`src/rtl/discus_snoop_pkg.sv`:
```
// discus_snoop_pkg: snoop-port constants and FSM states shared by the dump reader and program loader
package discus_snoop_pkg;
    localparam int SNOOP_ADDR_W = 8;
    localparam int SNOOP_DATA_W = 8;
    localparam logic SNOOPM_READ = 1'b1;
    typedef enum logic [2:0] {
        IDLE    = 3'd0,
        ISSUE   = 3'd1,
        CAPTURE = 3'd2,
        EMIT    = 3'd3,
        DONE    = 3'd4
    } snoop_state_e;
endpackage

```
`src/rtl/snoop_dump.sv`:
```
// snoop_dump: walks discus program memory over the snoop port and streams (address, data) pairs
module snoop_dump
    import discus_snoop_pkg::*;
#(
    parameter int ADDR_W    = SNOOP_ADDR_W,
    parameter int DATA_W    = SNOOP_DATA_W,
    parameter bit SKIP_ZERO = 1'b1
) (
    input  logic              clk,
    input  logic              reset,
    input  logic              start,
    output logic              busy,
    output logic              done,
    output logic              snoopp,
    output logic              snoopm,
    output logic [ADDR_W-1:0] snoopa,
    output logic [DATA_W-1:0] snoopd,
    input  logic [DATA_W-1:0] snoopq,
    output logic              out_valid,
    input  logic              out_ready,
    output logic [ADDR_W-1:0] out_addr,
    output logic [DATA_W-1:0] out_data
);
    snoop_state_e state, nxt;
    logic [ADDR_W-1:0] cnt;
    logic last, adv;
    assign last = &cnt;
    assign busy = state == ISSUE || state == CAPTURE || state == EMIT;
    assign snoopp = busy;
    assign snoopm = snoopp ? SNOOPM_READ : 1'b0;
    assign snoopa = cnt;
    assign snoopd = '0;
    assign out_valid = state == EMIT;
    assign done = state == DONE;
    // advance fires on a skipped zero byte in CAPTURE or on the EMIT handshake
    always_comb begin
        adv = 1'b0;
        nxt = state;
        case (state)
            IDLE: nxt = start ? ISSUE : IDLE;
            ISSUE: nxt = CAPTURE;
            CAPTURE: begin
                adv = SKIP_ZERO && snoopq == '0;
                nxt = adv ? (last ? DONE : ISSUE) : EMIT;
            end
            EMIT: begin
                adv = out_ready;
                nxt = out_ready ? (last ? DONE : ISSUE) : EMIT;
            end
            default: nxt = IDLE;
        endcase
    end
    always_ff @(posedge clk) begin
        if (!reset) begin
            state    <= IDLE;
            cnt      <= '0;
            out_addr <= '0;
            out_data <= '0;
        end else begin
            state <= nxt;
            if (state == IDLE && start)
                cnt <= '0;
            else if (adv && !last)
                cnt <= cnt + 1'b1;
            if (state == CAPTURE) begin
                out_addr <= cnt;
                out_data <= snoopq;
            end
        end
    end
endmodule

```
`config.mk`:
```
export PLATFORM = sky130hd
export DESIGN_NAME = snoop_dump
export DESIGN_NICKNAME = d
export VERILOG_FILES = /design/src/rtl/discus_snoop_pkg.sv /design/src/rtl/snoop_dump.sv
export SDC_FILE = /design/constraint.sdc
export NUM_CORES = 1
export LEC_CHECK = 0
export BUFFER_PORTS_ARGS = -buffer_cell sky130_fd_sc_hd__buf_2
export CAP_MARGIN = 20
export CORE_MARGIN = 2
export CORE_UTILIZATION = 30
export CTS_CLUSTER_DIAMETER = 80
export CTS_CLUSTER_SIZE = 30
export DETAILED_ROUTE_END_ITERATION = 6
export GPL_TIMING_DRIVEN = 0
export SYNTH_ARGS = -nofsm -noshare
export SYNTH_HDL_FRONTEND = slang
export SYNTH_SLANG_ARGS = --single-unit
```
`constraint.sdc`:
```
create_clock -name clk -period 1.85 [get_ports clk]
set_input_delay 0.0925 -clock clk [delete_from_list [all_inputs] [get_ports clk]]
set_output_delay 0.0925 -clock clk [all_outputs]
set_load 0.05 [all_outputs]
```
# Word-level counts from Yosys, hierarchy flattened
# Cells that the tools add are included.
word_totals:
  regBits: 27
  latch_bits: 0
  ramBits: 0
  rom_bits: 0
  inputBits: 12
  out_inout_bits: 37
  wordCells: 26
  memories: 0
classes:
  addsub: 1
  mul: 0
  div_mod_pow: 0
  magnitude_cmp: 0
  eq_ne: 4
  shift: 0
  mux: 7
  n_bitwise: 1
  reduce_logical: 9
op_table:
  columns: ["operator", "count"]
  rows:
  - ["one-hot mux 3 bit (4 select lines)", 1]
  - ["two-way mux 3 bit", 3]
  - ["adder 8 x 1 -> 8 bit (second input constant)", 1]
  - ["zero test 8 bit", 1]
  - ["AND reduction 8 bit", 1]
  - ["equality test 3 x 2 -> 1 bit (second input constant)", 2]
  - ["equality test 3 x 1 -> 1 bit (second input constant)", 1]
  - ["equality test 3 bit (second input constant)", 1]
  - ["zero test 3 bit", 1]
  - ["logical AND 1 bit", 2]
  - ["logical OR 1 bit", 2]
  - ["two-way mux 1 bit", 2]
  - ["one-hot mux 1 bit (2 select lines)", 1]
  - ["OR reduction 2 bit", 1]
  - ["zero test 1 bit", 1]
  - ["NOT 1 bit", 1]

# Longest topological paths before layout
logic_depth:
  ltp_word: 4
  mapped_depth: 6
  depth_no_buf: 5

# Least setup slack after synthesis
# OpenSTA, ideal clock, no wires.
synth_path:
  path_type: "register -> register"
  start: "register cnt[0] (netlist: snoopa[0])"
  end: "register cnt[6] (netlist: snoopa[6])"
  setup_ps: 86
  arrival_ps: 1749
  required_ps: 1764
  path_slack_ps: 16
  stages_incl_launch_ff: 6
  n_path_buf: 0
  synth_period_minus_slack_ps: 1834
  path_cell_list: "dfxtp_1 ha_1 nand3_1 or2_2 and4_1 a211oi_1"
synth_between:
  elab_chain_len: 3
  word_cells_on_any_way: 4
  classes_between: "add/sub (1); reduce/logical (3)"
synth_rtl:
  columns: ["item", "line_no", "source"]
  rows:
  - ["start: declaration", "snoop_dump.sv:25", "logic [ADDR_W-1:0] cnt;"]
  - ["start signal: assignment", "snoop_dump.sv:64", "cnt <= cnt + 1'b1;"]
  - ["branches (longest 3 deep; another with adder 8 x 1 -> 8 bit)", null, null]
# Several ways; the timed one is not identified.
# A chain may end at the register's enable or synchronous reset.

# Worst setup path in the final report
layout_path:
  start: "register cnt[0] (netlist: snoopa[0])"
  end: "register cnt[4] (netlist: snoopa[4])"
# Same word-level chain as after synthesis.

==> results by group <==
Clock tree
  – Root buffer cell: clkbuf_8
  – CTS Sinks: 27
  – Clk_lat worst skew: 270 ps
  – Clk slew on worst S/H paths: 90 ps
  – CTS H-tree depth: 1
  – CTS buffer count: 3
  – Clock Path Buffers: 2
  – CTS tree: yes

Floorplanning
  – IO Count: 49
  – Starting Density: 31.6%
  – Die Area: 4850 um2
  – Core area: 4090 um2
  – Standard-cell rows: 23
  – Die Y: 69.6 um
  – Die X-Extent: 69.6 um

Layout
  – Fin nets: 225
  – Multi-input gate area: 659 um2
  – Layout cells sized above 1: 29.4%
  – FF/Latch Area: 541 um2
  – Number of inserted diodes: 0
  – Synth-to-layout area growth: 26.3%
  – Layout fillers: 460
  – Final Non-Filler Cells: 261

Synth
  – Mux contribution to synthesized area: 1.55%
  – Mapped Avg Cell Area: 8.08 um2
  – Yosys top cell by area: dfxtp_1
  – EDFF count, synth: 0
  – Main combinational cell family by area after synthesis: simple AND/OR/NAND/NOR gates
  – Area contributors post-synth: dfxtp_1, nand2_1, a21oi_1
  – Post-Synth XOR/XNOR Area: 0%
  – Most instantiated cells after synthesis: nand2_1, dfxtp_1, a21oi_1
  – Cell with the most instances after synthesis: nand2_1
  – Flip-flop and latch count after synthesis: 27
  – Mapped cell area: 1290 um2
  – Ys flop type: dfxtp_1
  – Synth warn: 0
  – Syn Inst Count: 160
  – Synth Area in Compound Gates: 16.4%
  – Asr flop ratio synth: 0%
  – Adder-Cell Fraction of Synth Area: 0.968%
  – Yosys top cell area share: 41.8%
  – Synth cell types: 38
  – Sequential share of the synthesized area: 41.8%
  – Synth Area in Simple Gates: 29.6%

Global routing
  – First-pass GRT wire length: 4.87 mm
  – Initial antenna violation count: 0
  – Global-route usage over all layers: 12.3%
  – Number of global-route vias before repair: 1058
  – GRT overflow: 0
  – Largest net degree at the start of global routing: 17

Timing
  – Final setup margin: 207 ps
  – Peak Freq: 609 MHz
  – Setup TNS: 0 ps
  – Rel. slew slack: 58.7%
  – Final Critical Period: 1640 ps
  – Final Hold Viols: 0
  – Slew Viols, Final: 0
  – RSZ-0062 raised after global routing: no
  – # setup viols final: 0
  – Final Skew: 4.04 ps
  – Worst Tran Pin Value: 611 ps
  – Post-route clock period utilization: 88.8%

Worst setup path
  – CP max stage cell: o211ai_1
  – R2R cell count: 5
  – Arrival time at the worst endpoint: 1820 ps
  – Max incr delay on CP: 490 ps
  – Worst r2r src: snoopa[0]
  – R2r endpoint: snoopa[4]
  – Cell Chain, Critical Path: ha_1 -> nand3_1 -> o211ai_1 -> o311ai_0 -> o41ai_1
  – Critical setup path kind: reg -> reg
  – Crit path capture type: flop
  – Crit path launch type: flop
  – Worst Path Max Fanout: 8
  – Worst Path Required: 2030 ps
  – Reg2reg setup slack: 210 ps

Routing
  – Post-DR wirelength/cell: 11.5 um
  – Total vias in the final route: 1224
  – Routed WL: 3.00 mm
  – Drt drc: 0
  – ANT nets after route: 0
  – TritonRoute pass-1 iters: 4
  – Via-per-instance ratio: 4.69
  – Drt initial violations: 53

Power
  – Power Dens Cells: 794 nW/um2
  – Worst vdd ir: 0.000335 V
  – Leakage power: 0.685 nW

Place
  – Placed cells: 257
  – Final RePlAce weighted congestion: 0.847
  – Dpl ws: 165 ps
  – I/O Buffers: 40
  – Placed wire-length estimate: 2.30 mm

Outcome
  – Status: finished, final reports clean

Worst hold path
  – Min-Delay Path Depth: 2
  – Worst min-delay path startpoint: out_ready
  – Hold/Removal Path Class: in -> reg
  – Hold Path End: state[1]

Flow run
  – Maxcap violations: 0
[what timing repair did]
| item | CTS | global route |
|---|---|---|
| hold buffers | 0 | 0 |
| setup buffers | 0 | 0 |
| setup endpoints to repair | 0 | 9 |
| resized for setup | 0 | 1 |
[worst max-delay path, delay by kind of cell, from the launching register on]
family | cells | cell delay (ps)
simple gates | 1 | 130
flops | 1 | 420
fa+ha+maj | 1 | 230
compound gates | 3 | 770
[through the flow]
stage | util (%) | hold WS [ps] | area (um2) | power (mW)
2_1_floorplan | - | 211 | 1320 | 0.889
3_3_place_gp | 38.7 | 341 | 1580 | 0.966
3_5_place_dp | 38.7 | 356 | 1580 | 0.967
4_1_cts | 39.9 | 53.8 | 1630 | 1.31
5_1_grt | 40.0 | 55.5 | 1630 | 1.37
6_report | 40.0 | 55.5 | 1630 | 1.30
[cell usage in the layout (no fill, tap or decap), types with 2 or more instances in the layout]
cell,n
clkbuf_8,3
buf_2,41
nor4_1,2
a31oi_1,2
o31ai_1,2
nand3_1,3
mux2i_1,2
dfxtp_1,27
nand2_1,39
inv_1,4
conb_1,8
nand2b_1,3
clkbuf_1,4
buf_4,10
nor2_1,6
or4_1,2
a21oi_1,21
or3_1,4
nor4_4,2
o21ai_0,4
nor4b_1,2
[flip-flops by register name, summed over array words and instances (netlist names)]
signal / count
state: 3
out_data: 8
snoopa: 8
out_addr: 8
[cell type report]
class / count / area share, %
clock inverters: 1 / 0.460
flip-flops and latches: 27 / 33.1
inverters: 4 / 0.920
well taps: 50 / 3.83
multi-input cells: 120 / 40.4
repair buffers: 40 / 12.3
plain buffers: 16 / 6.51
clock buffers: 3 / 2.53
[cell families after synthesis]
family / count (synthesis)
flops: 27
other cells: 1
mux: 2
buf+inv: 20
compound gates: 36
fa+ha+maj: 1
simple gates: 73
[per-layer routing]
metal,wire length [um],global-route usage (%),part of all wire [%],up-vias
met5,0,0,0,-
met4,19,3.21,0.63,0
met3,139,3.92,4.6,2
met2,1340,18.5,45,25
met1,1510,16.9,50,551
li1,-,-,-,646
[where the power goes]
part | total (mW) | switching, mW | internal, mW
Clock | 0.344 | 0.191 | 0.153
Sequential | 0.610 | 0.0107 | 0.599
Combinational | 0.342 | 0.251 | 0.0911
[how the worst max path moves through the flow]
| stage | end | from | cells past startpoint | slack [ps] |
|---|---|---|---|---|
| global route | snoopa[1] | snoopa[0] | 5 | 10 |
| floorplan | snoopa[6] | snoopa[0] | 5 | 20 |
| global placement | out_data[3] | state[1] | 5 | 160 |
| finish | snoopa[4] | snoopa[0] | 5 | 210 |
| detailed placement | out_data[3] | state[2] | 5 | 160 |
| CTS | out_data[3] | state[1] | 5 | 140 |
(Power assumes the default switching activity.)
